[config.mk]
export PLATFORM = sky130hd
export DESIGN_NAME = id_operand_collector
export DESIGN_NICKNAME = d
export VERILOG_FILES = /design/src/rtl/id_operand_collector.sv
export SDC_FILE = /design/constraint.sdc
export NUM_CORES = 1
export LEC_CHECK = 0
export CAP_MARGIN = 40
export CELL_PAD_IN_SITES_DETAIL_PLACEMENT = 1
export CELL_PAD_IN_SITES_GLOBAL_PLACEMENT = 1
export CORE_ASPECT_RATIO = 1.4
export CORE_MARGIN = 1.5
export CORE_UTILIZATION = 28
export DETAILED_ROUTE_END_ITERATION = 10
export GPL_TIMING_DRIVEN = 0
export PLACE_DENSITY = 0.8
export RECOVER_POWER = 100
export SYNTH_ARGS = -nofsm -noshare
export SYNTH_HDL_FRONTEND = slang
export SYNTH_SLANG_ARGS = --single-unit
[constraint.sdc]
create_clock -name clk -period 2.7 [get_ports clk]
set_input_delay 0.27 -clock clk [delete_from_list [all_inputs] [get_ports clk]]
set_output_delay 0.27 -clock clk [all_outputs]
set_load 0.03 [all_outputs]
[src/rtl/id_operand_collector.sv]
// id_operand_collector: holds one decoded instruction, resolves both sources from EXE/MEM/WB bypass or RF.
// Optional WAIT-cycle counter on stall_cycles when ID_STALL_CNT_EN is defined.
module id_operand_collector #(
  parameter int DW  = 32,
  parameter int AW  = 5,
  parameter int BYW = 3*(AW+DW+3)
) (
  input  logic           clk,
  input  logic           reset,
  input  logic           flush,
  input  logic           in_valid,
  output logic           in_ready,
  input  logic [AW-1:0]  src1_addr,
  input  logic [AW-1:0]  src2_addr,
  input  logic           src1_re,
  input  logic           src2_re,
  output logic [AW-1:0]  rf_raddr1,
  output logic [AW-1:0]  rf_raddr2,
  input  logic [DW-1:0]  rf_rdata1,
  input  logic [DW-1:0]  rf_rdata2,
  input  logic [BYW-1:0] by_bus,
  output logic           out_valid,
  input  logic           out_ready,
  output logic [DW-1:0]  src1_data,
  output logic [DW-1:0]  src2_data,
  output logic [31:0]    stall_cycles
);

  localparam int SW = AW + DW + 3;

  typedef enum logic [1:0] {IDLE, WAIT, READY} state_t;

  state_t        state, state_n;
  logic [AW-1:0] addr1, addr2;
  logic          res1, res2;
  logic [DW-1:0] data1, data2;
  logic          accept, done;
  logic [DW:0]   look1, look2;

  // Youngest hitting stage wins; result is {usable, data}. No hit falls back to RF.
  function automatic logic [DW:0] lookup(
    input logic [AW-1:0]  a,
    input logic [DW-1:0]  rf,
    input logic [BYW-1:0] bus
  );
    logic [SW-1:0] sl;
    logic          hit;
    logic [DW:0]   r;
    r   = {1'b1, rf};
    hit = 1'b0;
    for (int s = 2; s >= 0; s--) begin
      sl = bus[s*SW +: SW];
      if (!hit && sl[1] && sl[0] &&
          sl[SW-1 -: AW] == a && a != '0) begin
        hit = 1'b1;
        r   = {sl[2], sl[DW+2:3]};
      end
    end
    return r;
  endfunction

  assign in_ready  = (state == IDLE) ||
                     (state == READY && out_ready);
  assign out_valid = (state == READY);
  assign rf_raddr1 = addr1;
  assign rf_raddr2 = addr2;
  assign src1_data = data1;
  assign src2_data = data2;

  // State register.
  always_ff @(posedge clk or posedge reset) begin
    if (reset) state <= IDLE;
    else       state <= state_n;
  end

  // Next-state: accept, resolve completion, handoff; flush overrides all.
  always_comb begin
    look1   = lookup(addr1, rf_rdata1, by_bus);
    look2   = lookup(addr2, rf_rdata2, by_bus);
    accept  = in_valid && in_ready;
    done    = (res1 || look1[DW]) && (res2 || look2[DW]);
    state_n = state;
    unique case (state)
      IDLE:    if (accept) state_n = WAIT;
      WAIT:    if (done) state_n = READY;
      READY:   if (out_ready) state_n = accept ? WAIT : IDLE;
      default: state_n = IDLE;
    endcase
    if (flush) state_n = IDLE;
  end

  // Operand latches: captured on accept, filled sticky while waiting.
  always_ff @(posedge clk or posedge reset) begin
    if (reset) begin
      addr1 <= '0;
      addr2 <= '0;
      res1  <= 1'b0;
      res2  <= 1'b0;
      data1 <= '0;
      data2 <= '0;
    end else if (flush) begin
      res1 <= 1'b0;
      res2 <= 1'b0;
    end else if (accept) begin
      addr1 <= src1_addr;
      addr2 <= src2_addr;
      res1  <= !src1_re || src1_addr == '0;
      res2  <= !src2_re || src2_addr == '0;
      data1 <= '0;
      data2 <= '0;
    end else if (state == WAIT) begin
      if (!res1 && look1[DW]) begin
        res1  <= 1'b1;
        data1 <= look1[DW-1:0];
      end
      if (!res2 && look2[DW]) begin
        res2  <= 1'b1;
        data2 <= look2[DW-1:0];
      end
    end
  end

`ifdef ID_STALL_CNT_EN
  logic [31:0] cnt;

  // Saturating count of non-flushed WAIT cycles.
  always_ff @(posedge clk or posedge reset) begin
    if (reset)
      cnt <= '0;
    else if (state == WAIT && !flush && cnt != '1)
      cnt <= cnt + 32'd1;
  end

  assign stall_cycles = cnt;
`else
  assign stall_cycles = '0;
`endif

endmodule

==> out/metrics.csv, run 1 <==
stage;metric;value;unit
floorplan;initial_core_util;0.283;
power;irDropWorstVdd;0.000247;V
cts;hold_buffers;0;
run;cap_violations;1;
final_layout;fin_area;9510;um^2
global_route;grt-ovfl-total;0;
floorplan;fp-row-count;62;
routing;vias_per_cell;5.31;
placed_design;dpl-instance-area;9020;um^2
cts;cts_sinks;78;
worst_setup_path;crit_buf_inv;2;
timing;holdWs;491;ps
logic_synthesis;synth_ff_type;dfrtp_1;
floorplan;die_area;21500;um^2
global_route;grt_pass1_vias;7201;
worst_setup_path;path_delay_family;compound AO/OA/AOI/OAI gates;
floorplan;die_height;173;um
worst_setup_path;end_kind;flop;
power;p_leak;4.31;nW
timing;worst_slack;99.5;ps
worst_setup_path;crit_path_max_incr_delay;560;ps
final_layout;nets;1187;
cts;cts_max_path_buffers;2;
cts;cts_root_buf;clkbuf_16;
worst_setup_path;cp_slowest_cell;or4_4;
worst_setup_path;crit_type;reg -> reg;
timing;finalSetupViolations;0;
timing;relSlewSlack;-0.181;
cts;cts_buffers;9;
routing;antenna_left;0;
min_path;hold_path_class;reg -> reg;
worst_setup_path;required;2950;ps
timing;max_freq;385;MHz
cts;clock_latency;350;ps
timing;tightest_slew;1760;ps
routing;vias;6639;
cts;cts.htree.levels;3;
logic_synthesis;synth_largest_area_cell;dfrtp_1;
timing;layout_min_cycle_time;2600;ps
logic_synthesis;yosysWarnings;0;
logic_synthesis;avgSynthCellArea;8.71;um^2
timing;hold_viol;0;
status;outcome;finished, violations left;
logic_synthesis;async_flop_share;1.00;
logic_synthesis;synthTopCellsByArea;dfrtp_1, mux2i_1, o21ai_0;
final_layout;drive_gt1_frac;0.139;
routing;drc_errors;0;
placed_design;hpwl;22300;um
worst_setup_path;cp.arrival;2850;ps
min_path;worstHoldPathCells;2;
logic_synthesis;synth_cell_types;56;
routing;dr.first_iter.drc_count;247;
routing;drt_pass1_iterations;5;
worst_setup_path;crit_fanout;10;
global_route;grt_antenna_before_repair;4;
logic_synthesis;synth_edf_count;0;
placed_design;pre_cts_slack;-695;ps
final_layout;syn_to_final_growth;64.5;%
worst_setup_path;crit_chain;or4_4 -> o211ai_1 -> or3_1 -> a31o_2 -> clkbuf_4 -> clkbuf_4 -> o21a_1 -> a22oi_1 -> o21ai_0;
logic_synthesis;syn_area;5780;um^2
worst_setup_path;start_kind;flop;
final_layout;final_cells;1250;
cts;clk_pin_slew;70;ps
placed_design;routabilityCongestion;0.843;
worst_setup_path;cp_num_cells;9;
power;power.density;492;nW/um^2
global_route;grt_pass1_wl;42600;um
global_route;grtUsageTotal;0.259;
worst_setup_path;crit_top_cell;clkbuf_4;
timing;fin_crit_sh;0.963;
logic_synthesis;synth-seq-cells;78;
placed_design;portBuffers;276;
status;violations;capacitance limit, slew limit;
timing;skew;6.08;ps
logic_synthesis;netlist.area_leader.share;0.338;
floorplan;die-width;124;um
final_layout;final.fill_count;2379;
worst_setup_path;r2r_cells;9;
logic_synthesis;synth_cells;663;
routing;wirelength;28700;um
floorplan;core_area;20400;um^2
floorplan;ios;309;
cts;cts_tree;built;
logic_synthesis;ys_seq_area_frac;0.338;
routing;wl_per_cell;22.9;um
timing;drv_slew;35;
global_route;grt_start_max_net_pins;46;
placed_design;placed_cells;1229;
## synth_stat cells (2+ instances only)
cell type and count:
a21oi_1 15, o21ai_0 57, clkbuf_2 3, mux2i_1 42, a221oi_1 6, a2bb2oi_1 25, xor2_1 9, and3_1 2
o2bb2ai_1 16, buf_4 33, nand4_1 3, nand2_1 67, o31ai_2 2, nor4_2 2, a22o_1 7, mux2_2 10
buf_1 4, dfrtp_1 78, buf_2 12, or3_1 4, or2_2 2, nor2_1 30, nand2b_1 3, o221ai_1 16
nor3_1 4, a211oi_1 26, o21a_1 10, a22oi_1 10, xnor2_1 21, nand3_1 44, or4_1 3, inv_1 3
buf_6 5, o31ai_1 4, clkbuf_1 32, nor2b_1 28, o21ai_1 3, and2_1 4
## worst register-to-register path, stage by stage, from the launching register on
cell	delay (ps)
dfrtp_2	460
or4_4	560
o211ai_1	240
or3_1	190
a31o_2	110
clkbuf_4	240
clkbuf_4	260
o21a_1	160
a22oi_1	70
o21ai_0	220
## state kept, by name (all words and copies together), names as in the netlist
name and flops:
state 2, rf_raddr2 5, res2 1, rf_raddr1 5
src2_data 32, src1_data 32, res1 1
## power breakdown
part / switching (mW) / internal (mW)
clock network: 0.550 / 0.810
logic: 1.01 / 0.821
registers: 0.141 / 1.34
total: 1.71 / 2.97
## path summary, 6_finish.rpt
kind	end	startpoint	slack [ps]
worst max-delay path	src1_data[29]	rf_raddr1[4]	100
worst min-delay path	src1_data[18]	src1_data[18]	490
worst max register to register	src1_data[29]	rf_raddr1[4]	100
worst min register to register	src1_data[18]	src1_data[18]	490
max in group asynchronous	src2_data[31]	reset	410
min in group asynchronous	state[1]	reset	800
## final cells by class
type	count	area [um^2]	share of cell area
Tap cell	256	320	0.0337
Inverter	3	12.5	0.00132
Multi-Input combinational cell	524	3520	0.370
Clock buffer	10	229	0.0241
Clock inverter	6	86.3	0.00908
Timing Repair Buffer	284	2820	0.297
Sequential cell	78	1960	0.206
Antenna cell	3	7.51	0.000790
Buffer	86	549	0.0578
## cell usage in the layout (no fill, tap or decap), drive strengths merged, types with 4 or more instances in the layout
master / netlist / routed
o21ai: 61 / 61
and2: 5 / 5
or2: 4 / 4
a21oi: 15 / 15
a22o: 7 / 7
nor2b: 28 / 28
xnor2: 21 / 21
o31ai: 6 / 6
nand3: 44 / 44
nand2: 67 / 67
o2bb2ai: 16 / 16
conb: 1 / 32
buf: 54 / 61
dlygate4sd3: 0 / 77
or4: 4 / 4
a22oi: 11 / 11
clkdlybuf4s50: 0 / 199
clkbuf: 35 / 43
mux2i: 42 / 42
a221oi: 7 / 7
o21a: 10 / 10
o221ai: 16 / 16
a2bb2oi: 25 / 25
nor2: 30 / 30
a211oi: 26 / 26
or3: 4 / 4
xor2: 9 / 9
mux2: 10 / 10
dfrtp: 78 / 78
nor3: 4 / 4
## cell families after synthesis
group                  Yosys count  synth area share
AO/OA/AOI/OAI                  208             0.261
buffers and inverters           92            0.0909
flip-flops                      78             0.338
other                            1          0.000649
multiplexers                    52            0.0922
XOR/XNOR                        30            0.0455
AND/OR/NAND/NOR                202             0.172
## timing repair
| action | 4_1_cts | 5_1_grt |
|---|---|---|
| setup buffers | 1 | 4 |
| gates resized for setup | 27 | 37 |
| endpoints found under the setup margin | 62 | 62 |
| pin swaps | 1 | 4 |
## per-layer routing
| layer | track usage | share of wire | wire length [um] | up-vias |
|---|---|---|---|---|
| met4 | 0.0929 | 0.027 | 785 | 2 |
| li1 | - | - | - | 3030 |
| met3 | 0.0588 | 0.064 | 1820 | 43 |
| met1 | 0.282 | 0.38 | 10900 | 3273 |
| met5 | 0 | 0.00035 | 10 | - |
| met2 | 0.484 | 0.53 | 15100 | 291 |
## metrics by stage
step           total power [mW]  TNS [ps]   util
6_report                   4.67         0  0.466
5_1_grt                    4.85     -30.5  0.466
4_1_cts                    4.75         0  0.462
3_5_place_dp               3.34    -32160  0.442
3_3_place_gp               3.30   -129630  0.440
2_1_floorplan              2.44         0      -
No activity file was read; power rests on OpenSTA's default activity.
==> run 2, diff against run 1 <==
--- a/config.mk
+++ b/config.mk
@@ -13,6 +13,7 @@
 export CORE_UTILIZATION = 28
 export DETAILED_ROUTE_END_ITERATION = 10
 export GPL_TIMING_DRIVEN = 0
+export HOLD_SLACK_MARGIN = 0.02
 export PLACE_DENSITY = 0.8
 export RECOVER_POWER = 100
 export SYNTH_ARGS = -nofsm -noshare
==> results of run 2 <==
Final layout, timing and power as in run 1 (identical DEF).
